`config.mk`:
```
export PLATFORM = sky130hd
export DESIGN_NAME = if_fetch_unit
export DESIGN_NICKNAME = d
export VERILOG_FILES = /design/src/rtl/if_fetch_unit.sv
export SDC_FILE = /design/constraint.sdc
export NUM_CORES = 1
export LEC_CHECK = 0
export BUFFER_PORTS_ARGS = -buffer_cell sky130_fd_sc_hd__buf_2
export CORE_ASPECT_RATIO = 0.5
export CORE_MARGIN = 1
export CORE_UTILIZATION = 53
export CTS_CLUSTER_SIZE = 30
export DETAILED_ROUTE_END_ITERATION = 7
export PLACE_DENSITY_LB_ADDON = 0.12
export SYNTH_ARGS = -nofsm -noshare
export SYNTH_HDL_FRONTEND = slang
export SYNTH_SLANG_ARGS = --single-unit
export TNS_END_PERCENT = 50
```
`constraint.sdc`:
```
create_clock -name clk -period 2.8 [get_ports clk]
set_input_delay 0.14 -clock clk [delete_from_list [all_inputs] [get_ports clk]]
set_output_delay 0.14 -clock clk [all_outputs]
set_load 0.02 [all_outputs]
```
`src/rtl/if_fetch_unit.sv`:
```
// ---------------------------------------------------------------------------
// if_fetch_unit
//
// Instruction-fetch stage. Owns the program counter, issues one outstanding
// request at a time to instruction memory and writes the IF/ID register.
//
// Handshake: imem_req is a one-cycle strobe that is high only in ISSUE, and
// imem_addr carries the address in that cycle. The memory returns exactly one
// imem_rvalid strobe per request, one or more cycles later, with imem_rdata
// valid in that same cycle. imem_rvalid in IDLE or ISSUE is ignored.
//
// Ports:
//   clk, rst_n                  clock, synchronous active-low reset
//   prevent_update_pc           hazard hold (merged with the IF/ID hold)
//   prevent_update_reg_IF_ID    hazard hold (merged with the PC hold)
//   redirect_valid/redirect_pc  taken branch/jump from EX, flushes IF/ID
//   imem_req/imem_addr          fetch request strobe and address
//   imem_rvalid/imem_rdata      fetch response strobe and instruction
//   pc_IF_ID/instr_IF_ID        IF/ID register contents
//   valid_IF_ID                 IF/ID holds a real instruction
//   stall_count                 saturating count of stalled valid cycles
// ---------------------------------------------------------------------------
module if_fetch_unit #(
    parameter int                 PC_W     = 64,
    parameter int                 INSTR_W  = 32,
    parameter logic [PC_W-1:0]    RESET_PC = '0,
    parameter logic [INSTR_W-1:0] NOP      = 32'h00000013,
    parameter int                 CNT_W    = 32
) (
    input  logic               clk,
    input  logic               rst_n,
    input  logic               prevent_update_pc,
    input  logic               prevent_update_reg_IF_ID,
    input  logic               redirect_valid,
    input  logic [PC_W-1:0]    redirect_pc,
    output logic               imem_req,
    output logic [PC_W-1:0]    imem_addr,
    input  logic               imem_rvalid,
    input  logic [INSTR_W-1:0] imem_rdata,
    output logic [PC_W-1:0]    pc_IF_ID,
    output logic [INSTR_W-1:0] instr_IF_ID,
    output logic               valid_IF_ID,
    output logic [CNT_W-1:0]   stall_count
);

    typedef enum logic [2:0] {
        IDLE  = 3'd0,
        ISSUE = 3'd1,
        WAIT  = 3'd2,
        FULL  = 3'd3,
        DRAIN = 3'd4
    } state_t;

    state_t             state_q, state_d;
    logic [PC_W-1:0]    pc_q, pc_d;
    logic [INSTR_W-1:0] buf_q, buf_d;
    logic [PC_W-1:0]    pc_if_id_q, pc_if_id_d;
    logic [INSTR_W-1:0] instr_if_id_q, instr_if_id_d;
    logic               valid_if_id_q, valid_if_id_d;
    logic [CNT_W-1:0]   stall_count_q, stall_count_d;

    logic               stall;
    logic               load;
    logic [INSTR_W-1:0] load_data;

    assign stall = prevent_update_pc | prevent_update_reg_IF_ID;

    // Next state, PC and response buffer.
    always_comb begin
        state_d   = state_q;
        pc_d      = pc_q;
        buf_d     = buf_q;
        load      = 1'b0;
        load_data = buf_q;
        case (state_q)
            IDLE: state_d = ISSUE;
            ISSUE: begin
                if (redirect_valid) begin
                    pc_d    = redirect_pc;
                    state_d = DRAIN;
                end else begin
                    state_d = WAIT;
                end
            end
            WAIT: begin
                if (imem_rvalid) begin
                    if (redirect_valid) begin
                        pc_d    = redirect_pc;
                        state_d = ISSUE;
                    end else if (stall) begin
                        buf_d   = imem_rdata;
                        state_d = FULL;
                    end else begin
                        load      = 1'b1;
                        load_data = imem_rdata;
                        pc_d      = pc_q + PC_W'(4);
                        state_d   = ISSUE;
                    end
                end else if (redirect_valid) begin
                    // Response still in flight: it must be swallowed in DRAIN.
                    pc_d    = redirect_pc;
                    state_d = DRAIN;
                end
            end
            FULL: begin
                if (redirect_valid) begin
                    pc_d    = redirect_pc;
                    state_d = ISSUE;
                end else if (!stall) begin
                    load    = 1'b1;
                    pc_d    = pc_q + PC_W'(4);
                    state_d = ISSUE;
                end
            end
            DRAIN: begin
                if (redirect_valid) begin
                    pc_d = redirect_pc;
                end
                if (imem_rvalid) begin
                    state_d = ISSUE;
                end
            end
            default: state_d = IDLE;
        endcase
    end

    // IF/ID register: flush beats hold beats load beats bubble. pc_q is still
    // the fetch address of the loaded instruction because it advances on the
    // same edge.
    always_comb begin
        pc_if_id_d    = pc_if_id_q;
        instr_if_id_d = instr_if_id_q;
        valid_if_id_d = valid_if_id_q;
        if (redirect_valid) begin
            instr_if_id_d = NOP;
            valid_if_id_d = 1'b0;
        end else if (stall) begin
            // hold
        end else if (load) begin
            pc_if_id_d    = pc_q;
            instr_if_id_d = load_data;
            valid_if_id_d = 1'b1;
        end else begin
            instr_if_id_d = NOP;
            valid_if_id_d = 1'b0;
        end
    end

    always_comb begin
        stall_count_d = stall_count_q;
        if (stall && valid_if_id_q && (stall_count_q != {CNT_W{1'b1}})) begin
            stall_count_d = stall_count_q + CNT_W'(1);
        end
    end

    always_ff @(posedge clk) begin
        if (!rst_n) begin
            state_q       <= IDLE;
            pc_q          <= RESET_PC;
            buf_q         <= '0;
            pc_if_id_q    <= '0;
            instr_if_id_q <= NOP;
            valid_if_id_q <= 1'b0;
            stall_count_q <= '0;
        end else begin
            state_q       <= state_d;
            pc_q          <= pc_d;
            buf_q         <= buf_d;
            pc_if_id_q    <= pc_if_id_d;
            instr_if_id_q <= instr_if_id_d;
            valid_if_id_q <= valid_if_id_d;
            stall_count_q <= stall_count_d;
        end
    end

    assign imem_req    = rst_n && (state_q == ISSUE);
    assign imem_addr   = pc_q;
    assign pc_IF_ID    = pc_if_id_q;
    assign instr_IF_ID = instr_if_id_q;
    assign valid_IF_ID = valid_if_id_q;
    assign stall_count = stall_count_q;

endmodule

```
# Word-level counts from Yosys, hierarchy flattened
# Index checks and enable logic that the tools add are counted.
# word_totals
input_bits,102
regBits,228
out_inout_bits,194
wordCells,53
# classes
n_bitwise,4
reduce_logical,10
muxes,22
eq_ne,8
addsub,2
# op_table
cell,count
$mux 64,4
$pmux 64 s3,1
$mux 32,3
$add 64x3->64 const B,1
$add 32x1->32 const B,1
$ne 32x32->1 const B,1
$mux 3,6
$pmux 3 s5,1
$eq 3x2->1 const B,2
$ne 3x3->1 const B,2
$reduce_and 3->1,2
$mux 1,4
$mux 2,2
$reduce_and 4->1,1
$reduce_or 2->1,2
$eq 3x1->1 const B,1
$eq 3x3->1 const B,1
$logic_and 1x1->1,3
$logic_not 3->1,1
$not 1->1,3
$reduce_bool 3->1,1
$ne 2x2->1 const B,1
$pmux 1 s2,1
$or 1x1->1,1

# Depth between registers and ports, before layout
# Gate-level depths: netlist of the first run.
# depth
depth_word,6
mapped_depth,8

# Worst setup path after synthesis of the first run
# Ideal clock, no wire load.
# synth_path
path_type,register to register
startpoint,"register pc_q[4], in the netlist imem_addr[4]"
endpoint,"register pc_q[49], in the netlist imem_addr[49]"
synth_period_minus_slack_ns,2.365
setup_ns,0.074
n_path_buf,1
arrival_time_ns,2.291
stages_incl_launch_ff,8
path_slack_ns,0.435
path_cell_list,dfxtp_1 -> nand3_2 -> nor4_4 -> nand3_4 -> or2_1 -> clkbuf_1 -> or4_1 -> a31oi_1
# synth_between
elab_chain_cells,5
# synth_lines
element,line,source
"start, declared",55,"logic [PC_W-1:0] pc_q, pc_d;"
"start signal, assigned",167,pc_q <= pc_d;
$add 64x3->64 (*),"96, 111",
$mux 64 (*),"90, 109",
$mux 64 (*),106,if (redirect_valid) begin
$mux 64,86,if (imem_rvalid) begin
$pmux 64 s3 (*),75,case (state_q)
# Mark *: on every way between the ends. The rest lies on a longest branch, timed or not.
# A chain may end at the register's enable or synchronous reset.

# Final worst setup path of the first run
# layout_path
startpoint,register state_q[2]
endpoint,"register pc_q[51], in the netlist imem_addr[51]"
# layout_between
elab_chain_cells,3
# layout_lines
element,line,source
"start, declared",54,"state_t state_q, state_d;"
"start signal, assigned",166,state_q <= state_d;
$eq 3x1->1 / $eq 3x3->1 (equally long branches),75,
$reduce_or 2->1 (no source line),-,
$pmux 64 s3 / $reduce_bool 3->1 (equally long branches),-,
# Several ways; a longest one is shown, not always the timed one.

==> results of run 1 <==
## worst max-delay path, stage by stage, from the launching register on
cell and delay, ns:
dfxtp_1 0.57, nor3b_1 0.14, a211oi_2 0.31, buf_4 0.29, nand4_1 0.37, nor4_1 0.40, xnor2_1 0.11, a221oi_1 0.31
## per-layer routing
metal | share of wire, % | wire (um) | track usage (%)
met5 | 0 | 0 | 0
met4 | 2.5 | 909 | 11.7
met3 | 9.1 | 3350 | 6.79
met2 | 46 | 17200 | 56.5
met1 | 42 | 15500 | 46.0
## sequential cells by signal, indices dropped and copies added (netlist names)
| signal | flops |
|---|---|
| valid_IF_ID | 1 |
| imem_addr | 64 |
| buf_q | 32 |
| stall_count | 32 |
| instr_IF_ID | 32 |
| state_q | 3 |
| pc_IF_ID | 64 |
## Yosys cell counts (all sizes together) (23+ instances only)
master  count  share of area, %
and3       29               1.7
xnor2      23               1.9
a31oi      26               1.5
nand3      52               2.6
clkbuf     88               3.1
nor2      135               4.8
mux2i      42               3.9
nand2     281               9.9
nor3       33               1.6
nor4       24               1.7
o21ai      47               2.2
a21oi     165               7.8
nand4      29               1.7
dfxtp     228                43
## final cells by class
cell class / instances / area [um2]
well taps: 266 / 333
clock buffers: 30 / 599
multi-input cells: 1040 / 5710
inverters: 17 / 68.8
fillers: 1578 / 5650
clock inverters: 6 / 80.1
repair buffers: 411 / 2540
flip-flops and latches: 228 / 4560
## cell families (layout without fill, tap and decap cells)
logic type | count (synthesis) | count (layout) | synth area share (%)
compound gates | 318 | 318 | 17.6
buf+inv | 113 | 464 | 4.10
flops | 228 | 228 | 42.9
mux | 45 | 45 | 4.27
xor+xnor | 38 | 38 | 3.13
simple gates | 637 | 637 | 27.8
fa+ha+maj | 2 | 2 | 0.235
## report_power, final
part / total (mW) / internal, mW / leakage [nW] / switching, mW
clock: 2.95 / 1.67 / 0.337 / 1.28
combinational: 1.08 / 0.415 / 3.23 / 0.669
sequential: 3.53 / 3.35 / 1.85 / 0.183
total: 7.57 / 5.43 / 5.41 / 2.13
## final timing paths
kind,from,endpoint
max,state_q[2]$_SDFFE_PN0P_,imem_addr[51]$_SDFFE_PN0P_
min,redirect_pc[39],imem_addr[39]$_SDFFE_PN0P_
max reg2reg,state_q[2]$_SDFFE_PN0P_,imem_addr[51]$_SDFFE_PN0P_
min reg2reg,pc_IF_ID[10]$_SDFFE_PN0P_,pc_IF_ID[10]$_SDFFE_PN0P_
## repair_timing
item,CTS,global route
endpoints found under the hold margin,76,0
endpoints found under the setup margin,0,10
resized for setup,0,2
hold buffers,73,0
==> run metrics, run 1 <==
status finished, final reports clean; Post-Layout Inst Area 0.0139 mm2; first-pass GRT wire length 57100 um; Place WS 0.179 ns; worst hold path depth 4; PwrDens 544 mW/mm2; Tmin final 2.61 ns; Final HPWL DP 24900 um; setup TNS 0 ns; fin crit share 93.2%; CTS Root Buffer Type clkbuf_16; Layout area overhead 30.6%; initial core utilization 54.5%; Die Footprint 0.0207 mm2; CTS Buf Count 21; Pre-antenna DRT Iters 6; Final Hold Fails 0; Horiz. Die Dim 202 um; crit-path max FO 16; CP arrival 3.02 ns; Inst Count DP 1889; Diodes inserted 0; Sink Count 228; antenna violations before repair 0; Reg2Reg Depth 7; Synth Cell Area 0.0106 mm2; syn_nets 1485; Leakage 5.41 nW; dpl cell area 0.0125 mm2; final cell count without fillers 1998; Worst Path Required 3.20 ns; Worst Setup Start Kind flop; IO Port Bufs 295; Final setup violation count 0; cell count after synthesis 1381; Critical Path End Type flop; vias in the first global route 10800; final WL 37000 um; Rows 36; share of flip-flops with an asynchronous set or reset 0%; Reg clk slew, reported paths 0.07 ns; via count 11800; FMAX 383 MHz; number of synthesized flops with an enable pin 0; Distinct cells, synth 66; post-DR vias/cell 5.90; nets@finish 1823; layout cells sized above 1 22.6%; ys flop type dfxtp_1; I/O Pins 296; total power 7.57 mW; CTS tree built; final cell utilization of the core 71.1%; Min-Delay Path Class input pin to flop; H-tree lvl count 1; Worst-Margin Slew 0.746 ns; worst reg2reg setup slack 0.19 ns; initial drt markers 941; global route overflow 0; sequential area share after synthesis 42.9%; GPL Wtd Cong 0.926; GRT Util Overall 34.5%; VDD IR max 0.000395 V; Rel. slew slack 50.0%; Max-Cap Viols 0; Syn. warnings 0; hold slack 0.0135 ns; RSZ-0062 raised after global routing yes; setup bufs post-CTS 0; most frequent cells in the layout buf_2, nand2_1, dfxtp_1, a21oi_1, nor2_1; Final Skew 0.0156 ns; Die Y 102 um; per-cell routed wire length 18.5 um; FF+latch count, synth 228; clk_lat worst skew 0.52 ns; Syn Area/Cell 7.71 um2; commonest non-fill, non-tap cell in the layout buf_2; Final WS setup 0.190 ns; Remaining DRCs 0; Setup CP Type flop to flop; Core Region 0.0195 mm2; Final Max Tran Viols 0; largest net degree at the start of global routing 60; Max Root-Sink Buffers 3; ANT nets after route 0
No activity file was read; power rests on OpenSTA's default activity.
==> run 2, diff against run 1 <==
--- a/config.mk
+++ b/config.mk
@@ -12,6 +12,7 @@
 export CTS_CLUSTER_SIZE = 30
 export DETAILED_ROUTE_END_ITERATION = 7
 export PLACE_DENSITY_LB_ADDON = 0.12
+export RECOVER_POWER = 25
 export SYNTH_ARGS = -nofsm -noshare
 export SYNTH_HDL_FRONTEND = slang
 export SYNTH_SLANG_ARGS = --single-unit
==> constraint.sdc (replaced) <==
create_clock -name clk -period 2.8 [get_ports clk]
set_input_delay 0.56 -clock clk [delete_from_list [all_inputs] [get_ports clk]]
set_output_delay 0.56 -clock clk [all_outputs]
set_load 0.02 [all_outputs]
==> run metrics, run 2 (synthesis results as in run 1) <==
crit-path max FO 17 (+1); M2 GR Usage 52.2% (-4.2 points); commonest non-fill, non-tap cell in the layout nand2_1; Worst-Margin Slew 1.26 ns (+0.514 ns); Remaining DRCs 0 (unchanged); grt peak-use layer met2; RSZ-0062 raised after global routing no; Die Footprint 0.0207 mm2 (unchanged); initial drt markers 1049 (+11%); Sw Share 28.1% (-0.11 points); CP arrival 2.99 ns (-0.03 ns); PwrDens 574 mW/mm2 (+5.4%); Critical Path End Type flop; I/O Pins 296 (unchanged); total power 7.54 mW (-0.30%); ANT nets after route 0 (unchanged); vias in the first global route 10300 (-4.5%); M1 GR Usage 45.4% (-0.60 points); post-DR vias/cell 5.91 (+0.16%); GRT Util Overall 33.2% (-1.3 points); H-tree lvl count 1 (unchanged); largest net degree at the start of global routing 107 (+78%); IO Port Bufs 295 (unchanged); FMAX 389 MHz (+1.5%); Sink Count 228 (unchanged); CTS tree built; GPL Wtd Cong 0.916 (-1.0%); Worst Path Required 3.22 ns (+0.02 ns); Logic pwr share 13.6% (-0.7 points); Rel. slew slack 16.0% (-34 points); initial core utilization 54.5% (unchanged); Layout area overhead 23.4%; Reg clk slew, reported paths 0.07 ns (about the same); CP most frequent cell buf_4; Critical-path top delay cell dfxtp_1; Min-Delay Path Class input pin to flop; Seq pwr share 46.7% (about the same); CTS Root Buffer Type clkbuf_16; per-cell routed wire length 18.5 um (-0.41%); fin crit share 91.8% (-1.4 points); clk_lat worst skew 0.52 ns (about the same); Core Region 0.0195 mm2 (unchanged); cts hold-fix bufs 0 (-100%); Buf+Inv Stages, Crit Path 2 (+1); switching pwr 2.12 mW (-0.70%); Clock Power Share 39.8% (+0.8 points); M3 GR Usage 8.32% (+1.5 points); dpl cell area 0.0125 mm2 (+0.50%); Rows 36 (unchanged); global route overflow 0 (unchanged); status finished, final reports clean; Final HPWL DP 25200 um (+1.1%); Tmin final 2.57 ns (-0.0389 ns); Final Skew 0.0194 ns (+0.00376 ns); antenna violations before repair 3 (+3); Max-Cap Viols 0 (unchanged); Setup CP Type flop to flop; Critical Path Max Stage Delay 0.48 ns (-0.09 ns); via count 11400 (-3.1%); Horiz. Die Dim 202 um (unchanged); final WL 35700 um (-3.6%); Final Hold Fails 0 (unchanged); layout cells sized above 1 17.8% (-4.8 points); Leakage 4.72 nW (-13%); CTS Buf Count 22 (+4.8%); critical path cell sequence buf_4 > nor3b_1 > a211oi_2 > buf_4 > nand4_1 > nor4_1 > xnor2_1 > a221oi_1; Pre-antenna DRT Iters 5 (-1); most frequent cells in the layout nand2_1, dfxtp_1, buf_2, a21oi_1, nor2_1; Internal Power 5.43 mW (-0.15%); Die Y 102 um (unchanged); Final Max Tran Viols 0 (unchanged); Max Root-Sink Buffers 3 (unchanged); Worst Setup Start Kind flop; VDD IR max 0.000476 V (+21%); nets@finish 1757 (-3.6%); setup TNS 0 ns (unchanged); Post-Layout Inst Area 0.0131 mm2 (-5.5%); first-pass GRT wire length 54900 um (-3.9%); Top delay family on crit path simple AND/OR/NAND/NOR gates; fillers 1730 (+9.6%); Final setup violation count 0 (unchanged)
run 2: area by class of cell:
class / count / area [um2] / share of cell area (%)
multi-input combinational: 1040 / 5710 / 43.5
clock buffer: 32 / 659 / 5.02
inverter: 17 / 68.8 / 0.524
clock inverter: 4 / 45.0 / 0.343
antenna: 2 / 5.00 / 0.0381
timing repair buffer: 344 / 1750 / 13.3
tap: 266 / 333 / 2.53
sequential: 228 / 4560 / 34.7
run 2: power groups by stage:
stage          sequential (mW)  combinational, mW  clock, mW
5_1_grt                   3.53               1.10       3.17
3_5_place_dp              3.59               1.01          0
3_3_place_gp              3.58              0.992          0
4_1_cts                   3.51               1.01       3.03
6_report                  3.52               1.02       3.00
2_1_floorplan             3.66              0.481          0
run 2: worst paths after layout:
path | from | to | slack (ns) | cells after the start
setup / recovery | state_q[2]$_SDFFE_PN0P_ | imem_addr[57]$_SDFFE_PN0P_ | 0.23 | 8
hold reg to reg | pc_IF_ID[5]$_SDFFE_PN0P_ | pc_IF_ID[5]$_SDFFE_PN0P_ | 0.45 | 2
setup reg to reg | state_q[2]$_SDFFE_PN0P_ | imem_addr[57]$_SDFFE_PN0P_ | 0.23 | 8
hold / removal | redirect_pc[1] | imem_addr[1]$_SDFFE_PN0P_ | 0.28 | 3
run 2: tightest hold or removal path: cells and delay by family:
family,cells,cell delay [ns]
and+or+nand+nor,1,0.05
buffers and inverters,1,0.10
AOI/OAI and AO/OA,1,0.05
run 2: layer usage:
| layer | vias to the layer above | share of wire [%] |
|---|---|---|
| met5 | - | 0.036 |
| met4 | 2 | 1.9 |
| met3 | 71 | 9.5 |
| met2 | 511 | 45 |
| met1 | 5434 | 44 |
| li1 | 5415 | - |
run 2: repair_timing:
item / in CTS / in global routing
setup endpoints to repair: 0 / 9
resized for setup: 0 / 2
setup buffers: 0 / 1
run 2: per-stage QoR:
stage	utilization, %	cells	hold slack, ns	setup slack [ns]
2_1_floorplan	-	1381	0.434	0.301
3_3_place_gp	64.2	1894	0.438	0.143
3_5_place_dp	64.2	1894	0.445	0.0618
4_1_cts	67.8	1930	0.267	0.113
5_1_grt	67.2	1931	0.276	0.0103
6_report	67.2	1933	0.282	0.228
